===== config.mk =====
export PLATFORM = sky130hd
export DESIGN_NAME = imem_loadable
export DESIGN_NICKNAME = d
export VERILOG_FILES = /design/src/rtl/imem_loadable.sv
export SDC_FILE = /design/constraint.sdc
export NUM_CORES = 2
export LEC_CHECK = 0
export CAP_MARGIN = 10
export CORE_UTILIZATION = 45
export CTS_CLUSTER_DIAMETER = 40
export CTS_CLUSTER_SIZE = 8
export DETAILED_ROUTE_END_ITERATION = 8
export HOLD_SLACK_MARGIN = 0.08
export MAX_ROUTING_LAYER = met4
export SKIP_LAST_GASP = 1
export SYNTH_ARGS = -nofsm -noshare
export SYNTH_HDL_FRONTEND = slang
export SYNTH_SLANG_ARGS = --single-unit
export TNS_END_PERCENT = 100

===== constraint.sdc =====
create_clock -name clk -period 6.85 [get_ports clk]
set_input_delay 1.37 -clock clk [delete_from_list [all_inputs] [get_ports clk]]
set_output_delay 1.37 -clock clk [all_outputs]
set_load 0.02 [all_outputs]

===== src/rtl/imem_loadable.sv =====
// Run-time loadable instruction memory for the single-cycle MIPS core.
// A program is streamed in over a valid/ready port; fetch is a combinational read.
module imem_loadable #(
    parameter int unsigned       DATA_W   = 32,
    parameter int unsigned       ADDR_W   = 6,
    parameter int unsigned       DEPTH    = 64,
    parameter logic [DATA_W-1:0] NOP_WORD = '0
) (
    input  logic              clk,
    input  logic              reset,
    input  logic [ADDR_W+1:0] addr,
    output logic [DATA_W-1:0] instr,
    output logic              fetch_fault,
    output logic              stall,
    input  logic              load_mode,
    input  logic              wr_valid,
    input  logic [DATA_W-1:0] wr_data,
    output logic              wr_ready,
    output logic              load_done,
    output logic [ADDR_W:0]   load_count,
    output logic              overflow
);

    typedef enum logic [1:0] {
        ST_CLEAR,
        ST_RUN,
        ST_LOAD
    } state_t;

    localparam int unsigned    IDX_W   = (DEPTH > 1) ? $clog2(DEPTH) : 1;
    localparam logic [ADDR_W:0] DEPTH_C = (ADDR_W + 1)'(DEPTH);
    localparam logic [ADDR_W:0] LAST_C  = (ADDR_W + 1)'(DEPTH - 1);
    localparam logic [ADDR_W:0] ONE_C   = (ADDR_W + 1)'(1);

    state_t              state;
    logic [ADDR_W:0]     ptr;
    logic [DATA_W-1:0]   mem [DEPTH];
    logic                mem_we;
    logic [DATA_W-1:0]   mem_wdata;
    logic [ADDR_W-1:0]   widx;
    logic                aligned;
    logic                in_range;

    // ptr is one bit wider than a word index so it can reach DEPTH and close the port.
    assign wr_ready = (state == ST_LOAD) && (ptr < DEPTH_C);
    assign stall    = (state != ST_RUN);

    always_comb begin
        mem_we    = 1'b0;
        mem_wdata = NOP_WORD;
        if (reset) begin
            if (state == ST_CLEAR) begin
                mem_we = 1'b1;
            end else if (state == ST_LOAD && wr_valid && wr_ready) begin
                mem_we    = 1'b1;
                mem_wdata = wr_data;
            end
        end
    end

    // NOTE: the array has no reset branch; the CLEAR sweep initialises it one word per
    // cycle, which keeps it mappable onto plain RAM instead of a wall of flops.
    always_ff @(posedge clk) begin
        if (mem_we) begin
            mem[ptr[IDX_W-1:0]] <= mem_wdata;
        end
    end

    // NOTE: all state below updates with non-blocking assignments so every register
    // samples the pre-edge values regardless of statement order.
    always_ff @(posedge clk) begin
        if (!reset) begin
            state      <= ST_CLEAR;
            ptr        <= '0;
            load_done  <= 1'b0;
            load_count <= '0;
            overflow   <= 1'b0;
        end else begin
            load_done <= 1'b0;
            case (state)
                ST_CLEAR: begin
                    if (ptr == LAST_C) begin
                        state <= ST_RUN;
                        ptr   <= '0;
                    end else begin
                        ptr <= ptr + ONE_C;
                    end
                end
                ST_RUN: begin
                    if (load_mode) begin
                        state      <= ST_LOAD;
                        ptr        <= '0;
                        load_count <= '0;
                        overflow   <= 1'b0;
                    end
                end
                ST_LOAD: begin
                    if (wr_valid && wr_ready) begin
                        ptr        <= ptr + ONE_C;
                        load_count <= load_count + ONE_C;
                    end else if (wr_valid) begin
                        overflow <= 1'b1;
                    end
                    // A beat offered in the exit cycle is still taken above.
                    if (!load_mode) begin
                        state     <= ST_RUN;
                        load_done <= 1'b1;
                    end
                end
                default: state <= ST_CLEAR;
            endcase
        end
    end

    assign widx        = addr[ADDR_W+1:2];
    assign aligned     = (addr[1:0] == 2'b00);
    assign in_range    = ({1'b0, widx} < DEPTH_C);
    assign fetch_fault = !aligned || !in_range;

    // Out-of-range reads are gated before the array is indexed, so instr is never X.
    assign instr = (state == ST_RUN && aligned && in_range) ? mem[widx[IDX_W-1:0]] : NOP_WORD;

endmodule


==> After elaboration in Yosys (flattened, before gate mapping) <==
Memories as Yosys holds them, arrays and structs flattened.
Index checks and enable logic that the tools add are counted.
Widths: inputs -> output; s select.
{ "classes": {"addsub": 2, "magnitude_cmp": 1, "eq_ne": 10, "mux": 24, "n_reduce_logical": 15} }
{ "ops": {"columns": ["operator", "n"], "rows": [
  ["$mux 32", 4],
  ["$mux 7", 4],
  ["$pmux 7 s3", 1],
  ["$add 7x1->7 const B", 2],
  ["$pmux 7 s2", 1],
  ["$mux 1", 9],
  ["$reduce_and 3->1", 3],
  ["$ne 2x2->1 const B", 4],
  ["$eq 7x6->1 const B", 1],
  ["$lt 7x7->1 const B", 1],
  ["$mux 2", 3],
  ["$ne 2x1->1 const B", 3],
  ["$pmux 2 s3", 1],
  ["$logic_and 1x1->1", 5],
  ["$logic_not 2->1", 2],
  ["$reduce_and 4->1", 1],
  ["$reduce_bool 3->1", 1],
  ["$eq 2x1->1 const B", 1],
  ["$eq 2x2->1 const B", 1],
  ["$pmux 1 s2", 1],
  ["$reduce_and 2->1", 1],
  ["$reduce_bool 2->1", 1],
  ["$logic_not 1->1", 1]
]} }
{ "word_totals": {"register_bits": 18, "mem_bits_rw": 2048, "in_bits": 44, "out_inout_bits": 44, "word_cells": 58, "mem_count": 1} }
{ "memory_table": {"columns": ["name", "depth", "width", "rd", "rd_ports_with_merged_regs", "wr", "line_no", "text"], "rows": [
  ["mem", 64, 32, 1, 0, 1, "37", "logic [DATA_W-1:0] mem [DEPTH];"]
]} }

==> Logic depth before layout (Yosys ltp) <==
{ "depth": {"word_depth": 8, "ltp_mapped": 10, "mapped_depth_nobuf": 7} }

==> Worst setup path after synthesis <==
OpenSTA, ideal clock, no wires.
{ "synth_timing": {"path_type": "input to output", "start": "input addr[3]", "end": "output instr[8]", "arrival_time_ns": 3.293, "required_time_ns": 5.480, "path_slack_ns": 2.187, "stages": 8, "n_path_buf": 5, "path_cell_list": "buf_2 -> buf_4 -> buf_4 -> buf_4 -> buf_4 -> mux2i_1 -> a32o_1 -> nor4_1"} }
{ "synth_via": {"elab_chain_len": 2} }
{ "synth_lines": {"columns": ["element", "line_no", "text"], "rows": [
  ["start: declaration", "11", "input logic [ADDR_W+1:0] addr,"],
  ["$mem_v2 64x32", null, null],
  ["$mux 32", "121", "assign instr = (state == ST_RUN && aligned && in_range) ? mem[widx[IDX_W-1:0]] : NOP_WORD;"],
  ["end: declaration", "12", "output logic [DATA_W-1:0] instr,"]
]} }
No other way between the ends.

==> Final worst setup path <==
{ "layout_timing": {"start": "input addr[4]", "end": "output instr[26]"} }
The elaborated chain is that of the path after synthesis.

==> metrics <==
status complete, no violations; Post-synth ARST share 0%; Die Y 423 microns; cell taking the most area after synthesis edfxtp_1; top_reg_cell synth edfxtp_1; max-slew violations 0; final instance area 94500 sq um; DPL Wire Length 125 mm; routed len/inst 33.8 microns; final WL 218 mm; Gate power share 4.2%; CTS tree yes; post-synth top area share 77.2%; Routed Antenna Nets 0; Power per Cell Area 313 nW/um^2; worst-margin pin slew 1.31 ns; CP max FO 62; worst skew pair latency 0.95 ns; Post-Synth Simple-Gate Area 2.00%; DIE WIDTH 423 microns; first-pass GRT wire length 306 mm; Finished Layout Cells 6439; starting density of the core 45.3%; total number of vias 39.7k; main combinational cell family by area after synthesis multiplexers; cell area after synthesis 79700 sq um; most common cell after layout, fill and taps aside edfxtp_1; Fmax achieved 161 MHz; via density per instance 6.16; Psw 6.11 mW; Worst IR Drop VDD 170 uV; post-synthesis register bit count 2066; worst slack at placement 0.579 ns; root buf cell clkbuf_16; layout net count 4034; largest net degree at the start of global routing 65; worst r2r path cells 8; Total GRT Usage 25.2%; Ys Warns 0; Fin. Hold Viols 0; CP Launch Point addr[4]; RR Endpoint mem[51][2]; register area share after synthesis 77.6%; Core Util, Final 53.6%; Max-Cap Viols 0; sequential group share of total power 47.1%; # port buffers 87; initial antenna violation count 2; multiplexer area fraction after synthesis 16.8%; Worst EP required 5.48 ns; Setup Fix Bufs, Post-CTS 0; Worst-path clk slew 0.04 ns; post-synthesis xor/xnor area fraction 0.121%; die area 179000 sq um; Switching Share 20.6%; clock network power share 48.7%; worst hold path type flip-flop to flip-flop; Placed Cells 5983; GRT Residual Overflow 0; RSZ-0062 raised after global routing no; CP endpoint kind output pin; Post-Syn Instances 3526; Final period util 90.4%; final setup fails 0; CTS Buf Count 334; Clock Skew 0.0451 ns; most frequent cells in the layout 2048 x edfxtp_1, 521 x mux4_2, 340 x clkbuf_16; Clock Path Buffers 4; Final GP Congestion 0.819; Layout area overhead 18.5%; Synth Net Count 3576; Post-Syn Area per Cell 22.6 sq um; Core ar. 176000 sq um; vias in the first global route 40.2k; crit path time final 6.19 ns; Slew Limit Headroom 12.8%; reg-to-reg slack, setup 2.78 ns; Sink Count 2066; adder-cell area share of the yosys netlist 0.0942%; synth top area cells edfxtp_1 77%, mux4_2 15%, mux2i_1 1.6%, a22oi_1 0.51%, nor2_1 0.51%; DP Area 85100 sq um; synth unique cells 63; worst path arrival time 4.82 ns; Iter 0 DRT Violations 4597; number of flops mapped to enable cells by yosys 2048; WHS 0.509 ns; layout cell share with drive strength beyond 1 31.7%; DR pass1 iterations 5; Compound-Gate Fraction of Synth Area 2.04%; std cell rows 154; termination of the worst setup path instr[26]; Pint 23.5 mW; crit path kind input pin to output pin; R2R Path Start state[0]; Pwr Total 29.6 mW; IO Pins 88; DR DRC count 0; LEAKAGE 29.7 nW; aggregate negative setup slack 0 ns; nature of the critical path startpoint input pin; # resized after CTS 0; CTS H-tree depth 5; setup ws final 0.656 ns; Post-CTS Hold Fix Bufs 0
==> power by group through the flow <==
| stage | sequential (mW) | combinational (mW) | clock (mW) |
|---|---|---|---|
| after global routing | 13.9 | 1.28 | 15.2 |
| after floorplan | 14.2 | 0.701 | 0 |
| after CTS | 13.9 | 1.24 | 14.6 |
| after detailed placement | 14.2 | 1.24 | 0 |
| after global placement | 14.2 | 1.23 | 0 |
| final | 13.9 | 1.23 | 14.4 |
==> per-layer routing <==
metal  global-route usage (%)  part of all wire, %  up-vias
met5                        -                    0        -
met4                     8.46                  3.3        0
met3                     4.43                  7.2      371
met2                     39.2                   49     1838
met1                     33.9                   41    21600
li1                         -                    -    15900
==> synth_stat cells, drive strengths merged, types with 2 or more instances <==
library cell / count
or2: 4
or3: 4
nor3b: 2
nand4: 8
clkbuf: 62
a21o: 3
o21ai: 29
mux2i: 124
a2111oi: 3
a2bb2oi: 3
nor4: 3
edfxtp: 2048
inv: 7
mux2: 34
a22o: 9
o211ai: 21
dfxtp: 18
nor2: 108
a22oi: 54
ha: 6
a21boi: 2
xor2: 10
a31oi: 12
a32oi: 7
nand3: 29
a21oi: 36
and3b: 2
nor3: 7
buf: 132
a221oi: 12
and2: 40
o2111ai: 3
a41oi: 2
nand2b: 16
mux4: 521
a211oi: 9
nor2b: 17
nand3b: 9
nand2: 69
and3: 6
o22ai: 21
==> critical path: stages <==
cell and delay, ns:
buf_8 0.45, mux2i_1 0.36, a22oi_1 0.33, and3_1 0.23
a2bb2oi_1 0.08, o311ai_1 1.06, clkdlybuf4s50_1 0.79
==> logic make-up (layout without fill, tap and decap cells) <==
group / Yosys count / after routing
flops: 2066 / 2066
compound gates: 235 / 235
xor+xnor: 11 / 11
simple gates: 328 / 328
fa+ha+maj: 6 / 6
mux: 679 / 679
buf+inv: 201 / 773
other cells: 0 / 1
==> worst min-delay path by stage <==
stage / from / end / slack, ns / depth (start not counted)
6_report: load_count[1] / load_count[1] / 0.51 / 2
5_1_grt: state[0] / state[0] / 0.53 / 2
4_1_cts: load_count[1] / load_count[1] / 0.51 / 2
3_5_place_dp: state[0] / state[0] / 0.50 / 2
3_3_place_gp: state[0] / state[0] / 0.48 / 2
2_1_floorplan: state[0] / state[0] / 0.46 / 2
==> layout make-up <==
type,instances,area (sq um)
Antenna cell,1,2.50
Clock buffer,388,8700
Clock inverter,62,582
Fill cell,13400,81600
Inverter,7,26.3
Multi-Input combinational cell,1259,17300
Sequential cell,2066,61900
Tap cell,2340,2930
Timing Repair Buffer,316,3080
==> flip-flops by register name, summed over array words and instances (netlist names) <==
register,cells
state,2
ptr,7
mem,2048
overflow,1
load_count,7
load_done,1
No activity file was read; power rests on OpenSTA's default activity.
